$ cat src/rtl/uart_rx_oversampled.sv
// rtl/uart_rx_oversampled.sv - 8x oversampled UART byte receiver with majority vote, framing check and idle flag.
// Optional even-parity bit is compiled in when UART_RX_PARITY_EN is defined (11-bit frame instead of 8N1).
module uart_rx_oversampled #(
    parameter int CLK_FREQ   = 25000000,
    parameter int BAUD       = 115200,
    parameter int OVERSAMPLE = 8,
    parameter int IDLE_BITS  = 16
) (
    input  logic       clk,
    input  logic       rst_n,
    input  logic       RxD,
    output logic [7:0] RxD_data,
    output logic       RxD_data_ready,
    output logic       RxD_frame_err,
    output logic       RxD_idle
);

    localparam int DIV      = CLK_FREQ / (BAUD * OVERSAMPLE);
    localparam int DIV_W    = (DIV > 1) ? $clog2(DIV) : 1;
    localparam int PH_W     = $clog2(OVERSAMPLE);
    localparam int IDLE_MAX = IDLE_BITS * OVERSAMPLE;
    localparam int IDLE_W   = $clog2(IDLE_MAX + 1);
    localparam logic [PH_W-1:0] DECIDE_PH = PH_W'(OVERSAMPLE / 2 + 1);

    typedef enum logic [2:0] {
        S_IDLE,
        S_START,
        S_DATA,
`ifdef UART_RX_PARITY_EN
        S_PARITY,
`endif
        S_STOP,
        S_BREAK
    } state_e;

    logic [DIV_W-1:0]  div_cnt_q, div_cnt_d;
    logic              tick, tick_q;
    logic              sync1_q, rxs_q;
    logic [2:0]        smp_q, smp_d;
    logic              maj, decide;
    logic [PH_W-1:0]   phase_q, phase_d;
    state_e            state_q, state_d;
    logic [2:0]        bit_idx_q, bit_idx_d;
    logic [7:0]        shreg_q, shreg_d;
    logic [7:0]        data_q, data_d;
    logic              ready_q, ready_d;
    logic              err_q, err_d;
    logic [IDLE_W-1:0] idle_cnt_q, idle_cnt_d;
    logic              idle_sat;
`ifdef UART_RX_PARITY_EN
    logic              par_ok_q, par_ok_d;
`endif

    // Free-running: never re-aligned to the line, so start detection carries up to one tick of jitter.
    assign tick      = (div_cnt_q == DIV_W'(DIV - 1));
    assign div_cnt_d = tick ? '0 : div_cnt_q + 1'b1;

    assign smp_d = tick ? {smp_q[1:0], rxs_q} : smp_q;
    assign maj   = (smp_q[0] & smp_q[1]) | (smp_q[0] & smp_q[2]) | (smp_q[1] & smp_q[2]);

    // Evaluated the clock after the tick so smp_q already holds the newest sample.
    assign decide = tick_q && (phase_q == DECIDE_PH);

    assign idle_sat = (idle_cnt_q == IDLE_W'(IDLE_MAX));

    always_comb begin
        state_d   = state_q;
        phase_d   = phase_q;
        bit_idx_d = bit_idx_q;
        shreg_d   = shreg_q;
        data_d    = data_q;
        ready_d   = 1'b0;
        err_d     = 1'b0;
`ifdef UART_RX_PARITY_EN
        par_ok_d  = par_ok_q;
`endif
        if (tick && state_q != S_IDLE) begin
            phase_d = phase_q + 1'b1;
        end
        case (state_q)
            S_IDLE: begin
                if (tick && !rxs_q) begin
                    state_d = S_START;
                    phase_d = '0;
                end
            end
            S_START: begin
                if (decide) begin
                    if (maj) begin
                        state_d = S_IDLE;
                    end else begin
                        state_d   = S_DATA;
                        bit_idx_d = 3'd0;
                    end
                end
            end
            S_DATA: begin
                if (decide) begin
                    shreg_d   = {maj, shreg_q[7:1]};
                    bit_idx_d = bit_idx_q + 3'd1;
                    if (bit_idx_q == 3'd7) begin
`ifdef UART_RX_PARITY_EN
                        state_d = S_PARITY;
`else
                        state_d = S_STOP;
`endif
                    end
                end
            end
`ifdef UART_RX_PARITY_EN
            S_PARITY: begin
                if (decide) begin
                    par_ok_d = ~((^shreg_q) ^ maj);
                    state_d  = S_STOP;
                end
            end
`endif
            S_STOP: begin
                if (decide) begin
                    if (maj) begin
`ifdef UART_RX_PARITY_EN
                        if (par_ok_q) begin
                            data_d  = shreg_q;
                            ready_d = 1'b1;
                        end else begin
                            err_d = 1'b1;
                        end
`else
                        data_d  = shreg_q;
                        ready_d = 1'b1;
`endif
                        state_d = S_IDLE;
                    end else begin
                        err_d   = 1'b1;
                        state_d = S_BREAK;
                    end
                end
            end
            S_BREAK: begin
                if (tick_q && maj) begin
                    state_d = S_IDLE;
                end
            end
            default: state_d = S_IDLE;
        endcase
    end

    always_comb begin
        idle_cnt_d = idle_cnt_q;
        if (state_q != S_IDLE) begin
            idle_cnt_d = '0;
        end else if (tick) begin
            if (!rxs_q) begin
                idle_cnt_d = '0;
            end else if (!idle_sat) begin
                idle_cnt_d = idle_cnt_q + 1'b1;
            end
        end
    end

    always_ff @(posedge clk or negedge rst_n) begin
        if (!rst_n) begin
            div_cnt_q  <= '0;
            tick_q     <= 1'b0;
            sync1_q    <= 1'b1;
            rxs_q      <= 1'b1;
            smp_q      <= 3'b111;
            phase_q    <= '0;
            state_q    <= S_IDLE;
            bit_idx_q  <= 3'd0;
            shreg_q    <= 8'h00;
            data_q     <= 8'h00;
            ready_q    <= 1'b0;
            err_q      <= 1'b0;
            idle_cnt_q <= '0;
`ifdef UART_RX_PARITY_EN
            par_ok_q   <= 1'b0;
`endif
        end else begin
            div_cnt_q  <= div_cnt_d;
            tick_q     <= tick;
            sync1_q    <= RxD;
            rxs_q      <= sync1_q;
            smp_q      <= smp_d;
            phase_q    <= phase_d;
            state_q    <= state_d;
            bit_idx_q  <= bit_idx_d;
            shreg_q    <= shreg_d;
            data_q     <= data_d;
            ready_q    <= ready_d;
            err_q      <= err_d;
            idle_cnt_q <= idle_cnt_d;
`ifdef UART_RX_PARITY_EN
            par_ok_q   <= par_ok_d;
`endif
        end
    end

    assign RxD_data       = data_q;
    assign RxD_data_ready = ready_q;
    assign RxD_frame_err  = err_q;
    assign RxD_idle       = idle_sat;

endmodule

$ cat config.mk
export PLATFORM = sky130hd
export DESIGN_NAME = uart_rx_oversampled
export DESIGN_NICKNAME = d
export VERILOG_FILES = /design/src/rtl/uart_rx_oversampled.sv
export SDC_FILE = /design/constraint.sdc
export NUM_CORES = 1
export LEC_CHECK = 0
export ABC_AREA = 1
export CORE_ASPECT_RATIO = 1.25
export CORE_MARGIN = 1
export CORE_UTILIZATION = 35
export DETAILED_ROUTE_END_ITERATION = 10
export MAX_ROUTING_LAYER = met4
export PLACE_DENSITY_LB_ADDON = 0.2
export SLEW_MARGIN = 30
export SYNTH_ARGS = -nofsm -noshare
export SYNTH_HDL_FRONTEND = slang
export SYNTH_SLANG_ARGS = --single-unit
$ cat constraint.sdc
create_clock -name clk -period 2.6 [get_ports clk]
set_input_delay 0.39 -clock clk [delete_from_list [all_inputs] [get_ports clk]]
set_output_delay 0.39 -clock clk [all_outputs]
set_load 0.1 [all_outputs]
# Word level (Yosys, flattened, before mapping)
# Cells that the tools add are included.
[totals] regBits=46 out_inout_bits=11 input_bits=3 elab_cells=79
[classes] addsub=4 n_eq_ne=16 muxes=27 n_reduce_logical=14 bitwise_logic=5
[op_table] op="2-to-1 mux 3 bit" n=13
[op_table] op="2-to-1 mux 8 bit" n=4
[op_table] op="case mux 3 bit (5 select lines)" n=1
[op_table] op="!= test 2 bit, second input constant" n=7
[op_table] op="== test 3 bit, second input constant" n=3
[op_table] op="adder 8 x 1 -> 8 bit, second input constant" n=1
[op_table] op="== test 8 bit, second input constant" n=1
[op_table] op="adder 3 x 1 -> 3 bit, second input constant" n=2
[op_table] op="== test 3 x 2 -> 1 bit, second input constant" n=2
[op_table] op="2-to-1 mux 1 bit" n=6
[op_table] op="case mux 3 bit (2 select lines)" n=1
[op_table] op="AND reduction 6 bit" n=1
[op_table] op="adder 5 x 1 -> 5 bit, second input constant" n=1
[op_table] op="== test 5 bit, second input constant" n=1
[op_table] op="2-to-1 mux 5 bit" n=1
[op_table] op="logical AND 1 bit" n=4
[op_table] op="AND reduction 2 bit" n=2
[op_table] op="AND reduction 4 bit" n=1
[op_table] op="nonzero test 2 bit" n=2
[op_table] op="bitwise AND 1 bit" n=3
[op_table] op="== test 3 x 1 -> 1 bit, second input constant" n=1
[op_table] op="zero test 3 bit" n=1
[op_table] op="!= test 3 x 2 -> 1 bit, second input constant" n=1
[op_table] op="AND reduction 3 bit" n=1
[op_table] op="other kinds (4)" n=5

# Logic depth before layout (Yosys ltp)
# Gate-level depths: netlist of the first run.
[logic_depth] word_depth=6 ltp_mapped=10 ltp_nobuf=10

# Worst setup path after synthesis of the first run
# No wires, ideal clock.
[synth_path] kind="register to output" start="register idle_cnt_q[0]" end="output port RxD_idle" t_arrival_ps=1494 path_slack_ps=716 required_time_ps=2210 path_buffers=0 path_stages_with_launch=7 cell_sequence="dfrtp_1 > inv_1 > ha_1 > nand2_1 > nor2_1 > nand2_1 > inv_1"
[synth_between] elab_chain_len=1
[synth_rtl] item="start, declared" line="48" rtl="logic [IDLE_W-1:0] idle_cnt_q, idle_cnt_d;"
[synth_rtl] item="start signal, assigned" line="192" rtl="idle_cnt_q <= idle_cnt_d;"
[synth_rtl] item="== test 8 bit" line="64" rtl="assign idle_sat = (idle_cnt_q == IDLE_W'(IDLE_MAX));"
[synth_rtl] item="end, declared" line="15" rtl="output logic RxD_idle"
# Every way passes these cells.

# Worst setup path after layout of the first run
# Same ends and word-level chain as after synthesis.

==> flow_summary.ini, run 1 <==
[outcome]
status = completed

[floorplan]
die_height_um = 91.86
start_util_pct = 36.43
rows = 32
core_area_mm2 = 0.006206
fp.dieW_um = 73.89
dieArea_mm2 = 0.006787
ios = 14

[worst_setup_path]
r2r_setup_slack_ns = 1.04
crit_fanout = 5
critPathLaunchType = flop
cp_slowest_cell = dfrtp_1
max_stage_delay_ns = 0.43
worstRegToRegCells = 8
endpoint = RxD_idle
worstPathArrival_ns = 1.62
r2r_start = div_cnt_q[0]
crit_path_end_kind = output port
required_ns = 2.21
startpoint = idle_cnt_q[0]
critPathKind = reg -> out
reg2reg_to = idle_cnt_q[2]
path_cells = inv_1, ha_1, nand2_1, nor2_1, nand2_1, inv_1, buf_4

[pwr]
p_leak_nw = 1.275
ir_drop_uv = 243.7
powerDensity_mw_per_mm2 = 621.7

[timing]
slew_headroom_pct = 73.11
fmax_ghz = 0.4981
rsz0062_at_grt = false
slew_violations = 0
finalCritPeriodShare_pct = 77.22
tns_ns = 0
fin_crit_ns = 2.008
layout_setup_ws_ns = 0.5924
fin_skew_ns = 0.007587
setup_viol = 0
tightest_slew_ns = 0.4019
finalHoldViolations = 0

[global_route]
grt_overflow = 0
antenna_found_initial = 0
grt_max_degree = 33
grt_first_pass_wirelength_mm = 7.148
grtUsageTotal_pct = 14.24
grt_pass1_vias = 1604

[detailed_routing]
drc = 0
drtIter0Drc = 41
drt_wl_total_mm = 3.889
firstDrtPassIters = 4
vias = 1646
wl_per_cell_um = 10.65
ant_nets = 0
post_drt_via_cell_ratio = 4.510

[yosys]
syn_area_per_cell_um2 = 8.696
synth_top_area_share_pct = 45.38
netlist_area_mm2 = 0.002261
yosysSeqAreaShare_pct = 51.19
ys_warn_count = 0
ys_types = 28
netlist_instances = 260
synth.most_common_cell = nand2_1
yosys-top-cells-count = nand2_1 (73), dfrtp_1 (41), inv_1 (35)
ys_top_cells_by_area = dfrtp_1 (45%), nand2_1 (12%), dfstp_2 (5.8%), inv_1 (5.8%), ha_1 (4.4%)
synth_edf_count = 0
synth_top_cell_by_area = dfrtp_1
synth_nets = 271
async_flop_share_pct = 100.0
yosys_most_used_dff = dfrtp_1
synth-seq-cells = 46

[final_layout]
diodes = 0
area_delta_synth_final_pct = 12.73
fin_nets = 290
stdcell_count = 365
drive_gt1_share_pct = 18.21

[placed_design]
detailed_place_hpwl_mm = 2.835
placed_cells = 356
gp_congestion = 0.7740
numPortBuffers = 13
pre_cts_ws_ns = 0.9276

[hold_path]
min_from = sync1_q
hold_path.class = reg -> reg
whs_path_depth = 0

[clocking]
cts_sinks = 46
path_clk_slew_ns = 0.09
cts_setup_buffers = 0
cts_inserted_buffers = 5
cts.path.max_buffers = 2
cts_tree = yes
clock_latency_ns = 0.30
cts-root-buf = clkbuf_8
htreeDepth = 2

[flow_run]
drv_cap = 0
==> layout by cell type (no fill, tap or decap), types with 8 or more instances in the layout <==
cell type and n:
nand3_1 18, o21ai_2 8, ha_1 8, nand2_1 73, inv_1 35, o21ai_0 17
buf_4 12, dfrtp_1 41, nor2_1 17
==> metal layers <==
layer / up-vias / wire length, um / global-route usage [%]
li1: 851 / - / -
met1: 766 / 1805 / 16.96
met2: 22 / 1860 / 22.40
met3: 7 / 139 / 3.626
met4: 0 / 83 / 6.410
met5: - / 0 / -
==> worst max-delay path: cells and delay by family, from the launching register on <==
family	cells	cell delay (ns)
adder cells (fa/ha/maj)	1	0.15
buffers and inverters	3	0.47
flip-flops	1	0.43
AND/OR/NAND/NOR	3	0.27
==> registers in the layout, indices dropped and copies added (netlist names) <==
register,cells
smp_q,3
sync1_q,1
tick_q,1
RxD_data_ready,1
phase_q,3
idle_cnt_q,8
RxD_data,8
rxs_q,1
RxD_frame_err,1
bit_idx_q,3
shreg_q,8
state_q,3
div_cnt_q,5
==> cell type report <==
cell class                 instances  area [um^2]
multi-input combinational        171        925.9
clock buffer                       5        68.82
inverter                          40        150.1
clock inverter                     3        25.02
tap                               85        106.4
timing repair buffer              15        115.1
sequential                        46         1157
fill                             643         3657
==> repair_timing <==
| item | CTS | global route |
|---|---|---|
| hold endpoints to repair | 12 | 0 |
| hold buffers | 1 | 0 |
| gates resized for setup | 0 | 0 |
==> worst min-delay path by stage <==
stage	end	slack (ns)
floorplan	RxD_data[0]	0.09
global placement	div_cnt_q[2]	0.31
detailed placement	div_cnt_q[3]	0.31
CTS	rxs_q	0.36
global route	rxs_q	0.36
finish	rxs_q	0.36
==> cell families (layout without fill, tap and decap cells) <==
family / Yosys count / in the layout / share of synthesized area [%]
AOI/OAI and AO/OA: 34 / 34 / 9.519
xor gates and xnor gates: 3 / 3 / 1.162
adders and majority gates: 8 / 8 / 4.427
buffers and inverters: 43 / 63 / 7.858
DFF: 46 / 46 / 51.19
and+or+nand+nor: 126 / 126 / 25.84
==> power by group <==
group          switching, mW  leakage, nW  internal [mW]  total [mW]
clock network          0.263       0.0447          0.194       0.457
registers             0.0393        0.606          0.745       0.784
logic                  0.237        0.624          0.106       0.344
==> metrics by stage <==
stage / cell area, um^2 / utilization, % / hold WS, ns / power [mW]
after floorplan: 2261 / - / 0.09441 / 1.062
after global placement: 2445 / 39.40 / 0.3132 / 1.147
after detailed placement: 2445 / 39.40 / 0.3113 / 1.145
after CTS: 2549 / 41.07 / 0.3633 / 1.609
after global routing: 2549 / 41.07 / 0.3646 / 1.693
final: 2549 / 41.07 / 0.3623 / 1.584
No activity file was read; power rests on OpenSTA's default activity.
==> run 2: changes to the inputs <==
==> constraint.sdc (replaced) <==
create_clock -name clk -period 1.85 [get_ports clk]
set_input_delay 0.2775 -clock clk [delete_from_list [all_inputs] [get_ports clk]]
set_output_delay 0.2775 -clock clk [all_outputs]
set_load 0.1 [all_outputs]
==> run 2 against run 1 <==
  * Global-route usage grew 0.20 points
  * Routed wire length grew 6.8%
  * Final area grew 1.5%
  * Cell count grew 0.27%
  * Combinational power grew 50%
  * Power grew 43%
  * Clock power grew 41%
  * Critical path type unchanged
==> flow_summary.ini, run 2 (synthesis results as in run 1) <==
[worst_setup_path]
worstRegToRegCells = 7
max_stage_delay_ns = 0.40
crit_buf_inv = 3
critical_path_depth = 7
required_ns = 1.57
worstPathArrival_ns = 1.49
critPathLaunchType = flop
crit_path_end_kind = output port
path_cells = inv_2, ha_1, nand2_1, nor2_2, nand2_2, inv_2, buf_12
cp_slowest_cell = dfrtp_1
cp_common_cell = inv_2
crit_family = flip-flops
critPathKind = reg -> out
crit_fanout = 4

[final_layout]
final_cell_mix = nand2_1 (72), dfrtp_1 (41), inv_1 (33)
fill_cells = 635
diodes = 0
drive_gt1_share_pct = 19.93
final_common_cell = nand2_1
fin_nets = 291
multi_input_area_um2 = 930.9
area_delta_synth_final_pct = 14.39
seq_area_mm2 = 0.001157
stdcell_count = 366
final_util_pct = 41.67

[placed_design]
detailed_place_hpwl_mm = 2.872
placed_cells = 356
gp_congestion = 0.8296
numPortBuffers = 13

[detailed_routing]
firstDrtPassIters = 4
wl_per_cell_um = 11.35
post_drt_via_cell_ratio = 4.538
drc = 0
drtIter0Drc = 74
vias = 1661
ant_nets = 0
drt_wl_total_mm = 4.153

[timing]
setup_viol = 0
slew_headroom_pct = 73.34
tightest_slew_ns = 0.3985
finalCritPeriodShare_pct = 95.81
finalHoldViolations = 0
fin_crit_ns = 1.772
slew_violations = 0
fmax_ghz = 0.5642
fin_skew_ns = 0.004780

[global_route]
grt_most_used_layer = met2
antenna_found_initial = 0
grtUsageTotal_pct = 14.44
grt_first_pass_wirelength_mm = 7.231
grtUsageMet2_pct = 23.55
grt_pass1_vias = 1639
grt_overflow = 0
met1_usage_pct = 16.51
grt_max_degree = 47
use_met3_pct = 3.956

[pwr]
ir_drop_uv = 390.6
total_power_mw = 2.262
p_leak_nw = 1.286
powerDensity_mw_per_mm2 = 874.7

[clocking]
cts-root-buf = clkbuf_8
clock_latency_ns = 0.31
htreeDepth = 2
cts_tree = yes
path_clk_slew_ns = 0.09
cts_sinks = 46
cts_inserted_buffers = 5
cts.path.max_buffers = 2

[floorplan]
start_util_pct = 36.43
dieArea_mm2 = 0.006787
ios = 14
die_height_um = 91.86
core_area_mm2 = 0.006206
fp.dieW_um = 73.89
rows = 32

[outcome]
status = completed

[flow_run]
drv_cap = 0

[hold_path]
whs_path_depth = 0
hold_path.class = reg -> reg
==> run 2: cell type report <==
class,count,share of cell area [%]
sequential,46,44.75
multi-input combinational,171,35.99
inverter,40,5.806
timing repair buffer,16,5.709
tap,85,4.112
clock buffer,5,2.661
clock inverter,3,0.9676
==> run 2: where the power goes <==
part / total [mW] / switching, mW / internal (mW)
registers: 1.10 / 0.0531 / 1.05
clock network: 0.645 / 0.372 / 0.273
logic: 0.517 / 0.353 / 0.164
total: 2.26 / 0.778 / 1.48
==> run 2: path summary, 6_finish.rpt <==
path                               start            to  slack (ns)
max reg2reg                   phase_q[1]   RxD_data[1]        0.32
min in group asynchronous          rst_n  div_cnt_q[2]        0.47
min                              sync1_q         rxs_q        0.37
max                        idle_cnt_q[0]      RxD_idle        0.08
max in group asynchronous          rst_n      smp_q[0]        1.10
min reg2reg                      sync1_q         rxs_q        0.37
==> run 2: what timing repair did <==
item                                   in CTS  in global routing
hold buffers                                1                  0
setup endpoints to repair                   1                  1
endpoints found under the hold margin      41                  0
resized for setup                           1                  3
setup buffers                               1                  0
==> run 2: metrics by stage <==
step	worst slack, ns	setup TNS (ns)	hold slack (ns)	area [um^2]
final	0.07754	0	0.3652	2586
after global routing	-0.01581	-0.01581	0.3677	2586
after CTS	0.02668	0	0.3692	2581
after detailed placement	0.2583	0	0.2840	2470
after global placement	0.2666	0	0.2830	2470
after floorplan	0.07807	0	-0.01809	2261
==> run 2: routing by layer <==
| layer | vias to the layer above | part of all wire [%] | wire [um] |
|---|---|---|---|
| met5 | - | 0 | 0 |
| met4 | 0 | 1.9 | 78 |
| met3 | 6 | 3.1 | 127 |
| met2 | 22 | 50 | 2077 |
| met1 | 780 | 45 | 1869 |
| li1 | 853 | - | - |
